File: src/rtl/fetch_queue.sv
// fetch_queue: sequential instruction fetch with one outstanding imem request,
// a small instruction FIFO feeding dispatch, branch redirect with epoch-based
// discard of in-flight responses, and optional HLT detection.
//
// Optional feature macro: FETCH_HALT_DETECT_EN (HLT detection / stop fetching).
//
// Ports:
//   in_clk, in_rst_n          clock, async active-low reset
//   in_stall                  downstream stall (hold outputs, no pop)
//   in_redirect(_pc)          branch redirect pulse and target PC
//   out_imem_req/_addr        registered request strobe and address
//   in_imem_valid/_data       instruction-memory response
//   out_reg_insnbits/_pc      delivered instruction and its PC
//   out_reg_done              one-cycle delivery pulse
//   out_halted                HLT has been delivered
module fetch_queue #(
    parameter int unsigned QUEUE_DEPTH = 4,
    parameter logic [63:0] RESET_PC    = 64'h0
) (
    input  logic        in_clk,
    input  logic        in_rst_n,
    input  logic        in_stall,
    input  logic        in_redirect,
    input  logic [63:0] in_redirect_pc,
    output logic        out_imem_req,
    output logic [63:0] out_imem_addr,
    input  logic        in_imem_valid,
    input  logic [31:0] in_imem_data,
    output logic [31:0] out_reg_insnbits,
    output logic [63:0] out_reg_pc,
    output logic        out_reg_done,
    output logic        out_halted
);

    localparam int unsigned PTR_W = (QUEUE_DEPTH > 1) ? $clog2(QUEUE_DEPTH) : 1;
    localparam int unsigned CNT_W = PTR_W + 1;
    localparam int unsigned INF_W = CNT_W + 1;

    typedef enum logic [1:0] {ST_RUN, ST_WAIT, ST_HALTED} state_e;

    typedef struct packed {
        logic [63:0] pc;
        logic [31:0] insn;
    } entry_t;

    state_e             state_q, state_d;
    logic [63:0]        pc_q, pc_d;
    logic [PTR_W-1:0]   head_q, head_d, tail_q, tail_d;
    logic [CNT_W-1:0]   count_q, count_d;
    logic               outstanding_q, outstanding_d;
    logic               epoch_q, epoch_d;
    logic               req_epoch_q, req_epoch_d;
    logic               req_q, req_d;
    logic [63:0]        addr_q, addr_d;
    logic [31:0]        insn_q, insn_d;
    logic [63:0]        rpc_q, rpc_d;
    logic               done_q, done_d;
    logic               halted_q, halted_d;

    entry_t             mem [QUEUE_DEPTH];

    logic               push_c, pop_c, resp_c, resp_ok_c, credit_c;
    logic               hlt_resp_c, hlt_head_c;
    logic [INF_W-1:0]   inflight_c;

`ifdef FETCH_HALT_DETECT_EN
    function automatic logic is_hlt(input logic [31:0] w);
        return (w & 32'hFFE0_001F) == 32'hD440_0000;
    endfunction
    assign hlt_resp_c = is_hlt(in_imem_data);
    assign hlt_head_c = is_hlt(mem[head_q].insn);
`else
    assign hlt_resp_c = 1'b0;
    assign hlt_head_c = 1'b0;
`endif

    // Valid is only meaningful while a request is in flight; this also drops
    // responses to requests that were cut off by reset.
    assign resp_c     = in_imem_valid && outstanding_q;
    assign resp_ok_c  = resp_c && (req_epoch_q == epoch_q);
    assign inflight_c = {1'b0, count_q} + INF_W'(outstanding_q);
    assign credit_c   = inflight_c < INF_W'(QUEUE_DEPTH);

    // Next-state: redirect, response handling, request issue, FIFO pop.
    always_comb begin
        state_d       = state_q;
        pc_d          = pc_q;
        head_d        = head_q;
        tail_d        = tail_q;
        count_d       = count_q;
        outstanding_d = outstanding_q;
        epoch_d       = epoch_q;
        req_epoch_d   = req_epoch_q;
        req_d         = 1'b0;
        addr_d        = addr_q;
        insn_d        = insn_q;
        rpc_d         = rpc_q;
        done_d        = 1'b0;
        halted_d      = halted_q;
        push_c        = 1'b0;
        pop_c         = 1'b0;

        if (in_redirect) begin
            head_d   = '0;
            tail_d   = '0;
            count_d  = '0;
            pc_d     = in_redirect_pc;
            epoch_d  = ~epoch_q;
            state_d  = ST_RUN;
            halted_d = 1'b0;
            if (resp_c) begin
                outstanding_d = 1'b0;
            end else begin
                // Pin the in-flight tag to the old epoch so a second redirect
                // before the response cannot make it match again.
                req_epoch_d = epoch_q;
            end
        end else begin
            pop_c = !in_stall && (count_q != '0);
            if (resp_c) begin
                outstanding_d = 1'b0;
                push_c        = resp_ok_c;
                state_d       = (resp_ok_c && hlt_resp_c) ? ST_HALTED : ST_RUN;
            end else if (state_q == ST_RUN && !outstanding_q && credit_c) begin
                req_d         = 1'b1;
                addr_d        = pc_q;
                pc_d          = pc_q + 64'd4;
                outstanding_d = 1'b1;
                req_epoch_d   = epoch_q;
                state_d       = ST_WAIT;
            end
            if (push_c) tail_d = tail_q + PTR_W'(1);
            if (pop_c) begin
                head_d = head_q + PTR_W'(1);
                done_d = 1'b1;
                insn_d = mem[head_q].insn;
                rpc_d  = mem[head_q].pc;
                if (hlt_head_c) halted_d = 1'b1;
            end
            count_d = count_q + CNT_W'(push_c) - CNT_W'(pop_c);
        end
    end

    // State and output registers.
    always_ff @(posedge in_clk or negedge in_rst_n) begin
        if (!in_rst_n) begin
            state_q       <= ST_RUN;
            pc_q          <= RESET_PC;
            head_q        <= '0;
            tail_q        <= '0;
            count_q       <= '0;
            outstanding_q <= 1'b0;
            epoch_q       <= 1'b0;
            req_epoch_q   <= 1'b0;
            req_q         <= 1'b0;
            addr_q        <= '0;
            insn_q        <= '0;
            rpc_q         <= '0;
            done_q        <= 1'b0;
            halted_q      <= 1'b0;
        end else begin
            state_q       <= state_d;
            pc_q          <= pc_d;
            head_q        <= head_d;
            tail_q        <= tail_d;
            count_q       <= count_d;
            outstanding_q <= outstanding_d;
            epoch_q       <= epoch_d;
            req_epoch_q   <= req_epoch_d;
            req_q         <= req_d;
            addr_q        <= addr_d;
            insn_q        <= insn_d;
            rpc_q         <= rpc_d;
            done_q        <= done_d;
            halted_q      <= halted_d;
        end
    end

    // FIFO storage; the entry PC is the address of the request being answered.
    always_ff @(posedge in_clk) begin
        if (push_c) mem[tail_q] <= '{pc: addr_q, insn: in_imem_data};
    end

    // Credit accounting must make a push into a full FIFO unreachable.
    always_ff @(posedge in_clk) begin
        if (in_rst_n && push_c) assert (count_q != CNT_W'(QUEUE_DEPTH));
    end

    assign out_imem_req     = req_q;
    assign out_imem_addr    = addr_q;
    assign out_reg_insnbits = insn_q;
    assign out_reg_pc       = rpc_q;
    assign out_reg_done     = done_q;
    assign out_halted       = halted_q;

endmodule

File: config.mk
export PLATFORM = sky130hd
export DESIGN_NAME = fetch_queue
export DESIGN_NICKNAME = d
export VERILOG_FILES = /design/src/rtl/fetch_queue.sv
export SDC_FILE = /design/constraint.sdc
export NUM_CORES = 1
export LEC_CHECK = 0
export ABC_AREA = 1
export BUFFER_PORTS_ARGS = -buffer_cell sky130_fd_sc_hd__buf_4
export CORE_AREA = 2 2 242 244
export DETAILED_ROUTE_END_ITERATION = 10
export DIE_AREA = 0 0 244 246
export SETUP_SLACK_MARGIN = 0.2
export SLEW_MARGIN = 20
export SYNTH_ARGS = -nofsm -noshare
export SYNTH_HDL_FRONTEND = slang
export SYNTH_SLANG_ARGS = --single-unit
File: constraint.sdc
create_clock -name in_clk -period 6.11 [get_ports in_clk]
set_clock_uncertainty 0.1 [all_clocks]
set_input_delay 1.222 -clock in_clk [delete_from_list [all_inputs] [get_ports in_clk]]
set_output_delay 1.222 -clock in_clk [all_outputs]
set_load 0.005 [all_outputs]
==> out/metrics.yaml, run 1 <==
floorplanning:
  die_h_microns: 246
  coreArea_sq_mm: 0.0574
  fp-row-count: 88
  io_pins: 264
  dieArea_sq_mm: 0.0600
  die_width_microns: 244
  initial_core_util_pct: 44.5
cts:
  hold_buffers: 0
  ctsResizeCount: 0
  clkSlewWorstSetupHoldPaths_ns: 0.06
  numCtsBuffers: 67
  cts_buffer_depth: 3
  cts.sinks: 621
  postCtsSetupRepairBufs: 0
  insertion_delay_ns: 0.62
  h-tree-depth: 3
  cts_tree: "yes"
  root_buffer: "clkbuf_16"
synth:
  yosys.area_share.adder_pct: 0.422
  ys_ff_latch: 621
  synthSimpleGateAreaFrac_pct: 13.0
  yosysSeqAreaShare_pct: 68.4
  avgSynthCellArea_sq_um: 11.5
  ys_types: 42
  synth_top_family_by_area: "simple AND/OR/NAND/NOR gates"
  ys_warn_count: 0
  syn_area_sq_mm: 0.0255
  async_flop_share_pct: 38.2
  muxShareOfSynthArea_pct: 4.24
  syn_inst: 2220
  synth_xor_area_share_pct: 0.480
  synth-edff-count: 384
  synth_compound_area_share_pct: 9.64
  synth_fp_nets: 2329
  ys.flop_type: "edfxtp_1"
routing:
  drtIter0Drc: 1536
  vias: 17577
  drt.antenna.violating_nets: 0
  wl_per_cell_microns: 21.0
  viasPerCell: 5.35
  routed_wl_mm: 69.1
  route.detailed.drc: 0
  dr.pass1.iters: 5
worst_setup_path:
  critical_path_depth: 5
  crit_chain: "buf_4 -> inv_2 -> nand2_1 -> nor2_4 -> buf_4"
  start_kind: "input port"
  worstSetupPathType: "input port to flip-flop"
  slowest_delay_ns: 0.89
  worst_setup_path_end_kind: "flip-flop"
  r2r_cells: 5
  path_delay_family: "buffers and inverters"
  critPathBufInv: 3
  critical_path.slowest_cell: "nor2_4"
  cp_max_fo: 64
  cp_data_required_time_ns: 6.31
  cp_data_arrival_time_ns: 4.07
  cpMostUsedCell: "buf_4"
timing:
  max_slew_margin_pct: 31.0
  max_clock_freq_ghz: 0.258
  fin_ws_ns: 2.24
  hold_viol_final: 0
  tns_ns: 0
  grt_setup_unrepaired: "no"
  period_share_pct: 63.4
  slew_violations: 0
  tightest_slew_ns: 1.03
  min_period_ns: 3.87
  hold_slack_ns: 0.365
  setup_violations: 0
power_and_ir_drop:
  power.net_switching_mw: 4.53
  clockPowerShare_pct: 29.1
  power_density_mw_per_mm2: 460
  p_comb_share_pct: 25.4
  leakagePower_nw: 12.0
  seq_power_share_pct: 45.5
  swShare_pct: 32.2
  peakVddDrop_uv: 328
  p_int_mw: 9.55
cells_and_area:
  stdcell_count: 3287
  diodes: 0
  final_nets: 2578
  syn_to_final_growth_pct: 19.9
  drive_above_1_share_pct: 20.9
  multi_input_area_sq_mm: 0.00712
  final_area_sq_mm: 0.0306
  fillerInstances: 4953
  seq_area_sq_mm: 0.0175
worst_hold_path:
  hold_class: "flip-flop to flip-flop"
  min_path_cells: 1
global_route:
  overflow: 0
  grt_pass1_vias: 17152
  grt_first_pass_wirelength_mm: 104
  antenna_found_initial: 0
  grt_max_degree: 194
  grtUsageTotal_pct: 23.0
outcome:
  status: "complete, no violations"
place:
  dp_hpwl_mm: 45.4
  post_dp_cell_area_sq_mm: 0.0284
  dpl_worst_slack_ns: 1.59
  portBuffers: 262
  dp_cells: 3165
  gp_congestion: 0.970
flow_run:
  cap_violations: 0
-- routing by layer --
metal | share of wire (%) | wire length, microns | GRT usage [%] | vias to the layer above
met2 | 48 | 32900 | 37.4 | 467
met5 | 0 | 0 | 0 | -
met1 | 44 | 30700 | 31.8 | 8772
met4 | 2.4 | 1670 | 7.64 | 0
met3 | 5.4 | 3730 | 3.53 | 94
li1 | - | - | - | 8244
-- stage by stage --
step / utilization [%] / power, mW
finish: 53.3 / 14.1
floorplan: - / 8.13
CTS: 53.3 / 14.2
detailed placement: 49.5 / 10.1
global placement: 49.5 / 10.0
global route: 53.3 / 14.8
-- state kept, by name, summed over array words and instances, names as in the netlist, 2 cells and up --
name / cells
pc_q: 64
out_imem_addr: 64
out_reg_insnbits: 32
tail_q: 2
mem: 384
count_q: 3
head_q: 2
out_reg_pc: 64
-- Yosys cell counts, types with 15 or more instances --
cell type,number,share of area (%)
nor2_2,17,0.42
dfrtp_1,237,23
a21oi_1,18,0.35
o22ai_1,97,2.4
clkbuf_1,55,0.81
nand4_1,15,0.37
nand3_1,64,1.3
o21ai_1,105,2.1
nand2_1,346,5.1
buf_2,42,0.82
inv_1,112,1.6
nor2_1,334,4.9
edfxtp_1,384,45
mux2_2,89,3.9
o21ai_0,183,3.6
-- worst paths after layout --
path,slack [ns],endpoint,from
worst min-delay path,0.37,epoch_q$_DFFE_PN0P_,epoch_q$_DFFE_PN0P_
worst min register to register,0.37,epoch_q$_DFFE_PN0P_,epoch_q$_DFFE_PN0P_
worst max-delay path,2.24,mem[0][4]$_DFFE_PP_,in_redirect
worst max register to register,3.09,out_reg_pc[53]$_DFFE_PN0P_,head_q[1]$_DFFE_PN0P_
min in group asynchronous,0.53,out_reg_insnbits[5]$_DFFE_PN0P_,in_rst_n
max in group asynchronous,4.21,pc_q[50]$_DFFE_PN0P_,in_rst_n
-- final cells by class --
class / instances / share of cell area [%]
Clock buffer: 88 / 6.05
Clock inverter: 34 / 1.21
Inverter: 124 / 1.55
Multi-Input combinational cell: 1365 / 23.3
Sequential cell: 621 / 57.1
Tap cell: 765 / 3.13
Timing Repair Buffer: 290 / 7.67
-- cell families (layout without fill, tap and decap cells) --
family,count (synthesis),count (layout)
other cells,1,1
fa+ha+maj,8,8
xor+xnor,14,14
flops,621,621
mux,96,96
compound gates,444,444
buf+inv,234,536
simple gates,802,802
-- power by group through the flow --
stage | Clock [mW] | Combinational, mW | Sequential, mW
floorplan | 0 | 1.96 | 6.17
global placement | 0 | 3.56 | 6.46
CTS | 4.18 | 3.63 | 6.41
detailed placement | 0 | 3.61 | 6.48
global route | 4.35 | 3.96 | 6.52
finish | 4.10 | 3.58 | 6.40
-- worst reg2reg max path, delay by kind of cell, from the launching register on --
kind                   cells  cell delay (ns)
AOI/OAI and AO/OA          2             0.30
buffers and inverters      2             1.45
muxes                      1             0.30
DFF                        1             0.74
-- layout by cell type, fill, tap and decap left out, types with 5 or more instances in the layout --
cell,Yosys,layout
inv_2,12,9
ha_1,7,7
nand2_1,346,346
o211ai_1,11,11
o21a_1,5,5
mux2_2,89,89
dfrtp_1,237,235
clkinv_2,0,10
o21ai_0,183,183
a21oi_1,18,18
nand4_1,15,15
mux2_1,7,7
clkbuf_16,0,71
clkbuf_1,55,16
o22ai_1,97,97
nand3_1,64,64
nor2_1,334,330
xor2_1,12,12
edfxtp_1,384,384
buf_12,0,13
bufinv_16,0,7
clkinv_1,0,13
inv_1,112,112
o2111ai_1,9,9
nor2_4,4,9
buf_4,5,276
nand2_2,7,7
o21ai_1,105,105
nor2_2,17,16
(Power assumes the default switching activity.)
==> inputs of run 2 (changes only) <==
- PLACE_DENSITY: unset -> 0.65
- clock period: 6.11 -> 3.3 ns (I/O delays scaled with it)
==> out/metrics.yaml, run 2 (synthesis gave the netlist of run 1 again) <==
cts:
  cts.sinks: 621
  cts_buffer_depth: 3
  insertion_delay_ns: 0.63
  numCtsBuffers: 60
  cts_tree: "yes"
  ctsResizeCount: 0
  root_buffer: "clkbuf_16"
  h-tree-depth: 2
  clkSlewWorstSetupHoldPaths_ns: 0.07
worst_setup_path:
  crit_start: "epoch_q$_DFFE_PN0P_"
  r2r_cells: 7
  cp_data_required_time_ns: 3.50
  critPathBufInv: 3
  r2r-end: "mem[3][3]$_DFFE_PP_"
  worstSetupPathType: "flip-flop to flip-flop"
  slowest_delay_ns: 0.66
  r2r_start: "epoch_q$_DFFE_PN0P_"
  path_delay_family: "simple AND/OR/NAND/NOR gates"
  cpMostUsedCell: "inv_1"
  critical_path.slowest_cell: "nor2_4"
  start_kind: "flip-flop"
  ff2ff_setup_slack_ns: 0.83
  cp_data_arrival_time_ns: 2.67
  critical_path_depth: 7
  cp_max_fo: 26
  worst_setup_path_end_kind: "flip-flop"
  crit_chain: "inv_1 -> nand2_1 -> inv_1 -> nor3_4 -> nand2_8 -> nor2_4 -> buf_12"
  endpoint: "mem[3][3]$_DFFE_PP_"
timing:
  max_slew_margin_pct: 38.2
  hold_slack_ns: 0.151
  max_clock_freq_ghz: 0.404
  period_share_pct: 75.0
  tns_ns: 0
  tightest_slew_ns: 0.927
  min_period_ns: 2.47
  hold_viol_final: 0
  slew_violations: 0
  setup_violations: 0
  fin_ws_ns: 0.826
  grt_setup_unrepaired: "no"
power_and_ir_drop:
  peakVddDrop_uv: 642
  design_power_total_mw: 25.8
  leakagePower_nw: 12.1
  power_density_mw_per_mm2: 839
cells_and_area:
  syn_to_final_growth_pct: 20.4
  final_area_sq_mm: 0.0307
  largest_reg_flops: 384
  drive_above_1_share_pct: 22.1
  final_common_cell: "edfxtp_1"
  most-common-layout-cells: "384 x edfxtp_1, 344 x nand2_1, 330 x nor2_1"
  top_register: "mem"
  diodes: 0
  fillerInstances: 4943
  final_nets: 2599
global_route:
  grt_first_pass_wirelength_mm: 107
  overflow: 0
  grtUsageTotal_pct: 23.3
  grt_max_degree: 194
  grt_pass1_vias: 17414
  antenna_found_initial: 0
routing:
  dr.pass1.iters: 5
  drt.antenna.violating_nets: 0
  drtIter0Drc: 1442
  route.detailed.drc: 0
  wl_per_cell_microns: 21.2
  vias: 17836
  viasPerCell: 5.39
  routed_wl_mm: 70.2
place:
  post_dp_cell_area_sq_mm: 0.0287
  gp_congestion: 0.932
  portBuffers: 262
  dp_hpwl_mm: 47.6
  dpl_worst_slack_ns: 0.599
floorplanning:
  die_width_microns: 244
  fp-row-count: 88
  io_pins: 264
  dieArea_sq_mm: 0.0600
  coreArea_sq_mm: 0.0574
  initial_core_util_pct: 44.5
  die_h_microns: 246
worst_hold_path:
  min_path_cells: 1
  hold_class: "input port to flip-flop"
  hold_start: "in_imem_data[22]"
flow_run:
  cap_violations: 0
outcome:
  status: "complete, no violations"
run 2: stage by stage:
| step | cells | util (%) |
|---|---|---|
| after global routing | 3307 | 53.6 |
| after detailed placement | 3192 | 50.0 |
| after global placement | 3192 | 50.0 |
| after floorplan | 2220 | - |
| after CTS | 3307 | 53.6 |
| final | 3307 | 53.6 |
run 2: final cells by class:
class / instances / area (sq um) / share of cell area, %
inverter: 124 / 475 / 1.55
sequential: 621 / 17500 / 56.8
clock buffer: 74 / 1620 / 5.26
tap: 765 / 957 / 3.11
timing repair buffer: 318 / 2640 / 8.57
multi-input combinational: 1365 / 7150 / 23.3
clock inverter: 40 / 434 / 1.41
run 2: how the worst min path moves through the flow:
stage                      endpoint  slack, ns
3_3_place_gp    epoch_q$_DFFE_PN0P_       0.35
3_5_place_dp    epoch_q$_DFFE_PN0P_       0.36
5_1_grt        mem[3][27]$_DFFE_PP_       0.13
2_1_floorplan  count_q[0]$_DFF_PN0_       0.26
4_1_cts        mem[0][27]$_DFFE_PP_       0.11
6_report       mem[1][22]$_DFFE_PP_       0.15
run 2: where the power goes:
group	switching [mW]	total, mW	internal (mW)
clock	2.98	7.10	4.12
sequential	1.74	11.9	10.2
combinational	3.75	6.76	3.01
run 2: metal layers:
metal / track usage (%) / part of all wire (%)
met4: 7.23 / 3.0
met3: 3.76 / 6.4
met5: 0 / 0
met1: 33.6 / 44
met2: 36.3 / 46
run 2: what timing repair did:
action / in CTS / in global routing
hold buffers: 1 / 0
setup buffers: 0 / 0
endpoints found under the hold margin: 56 / 0
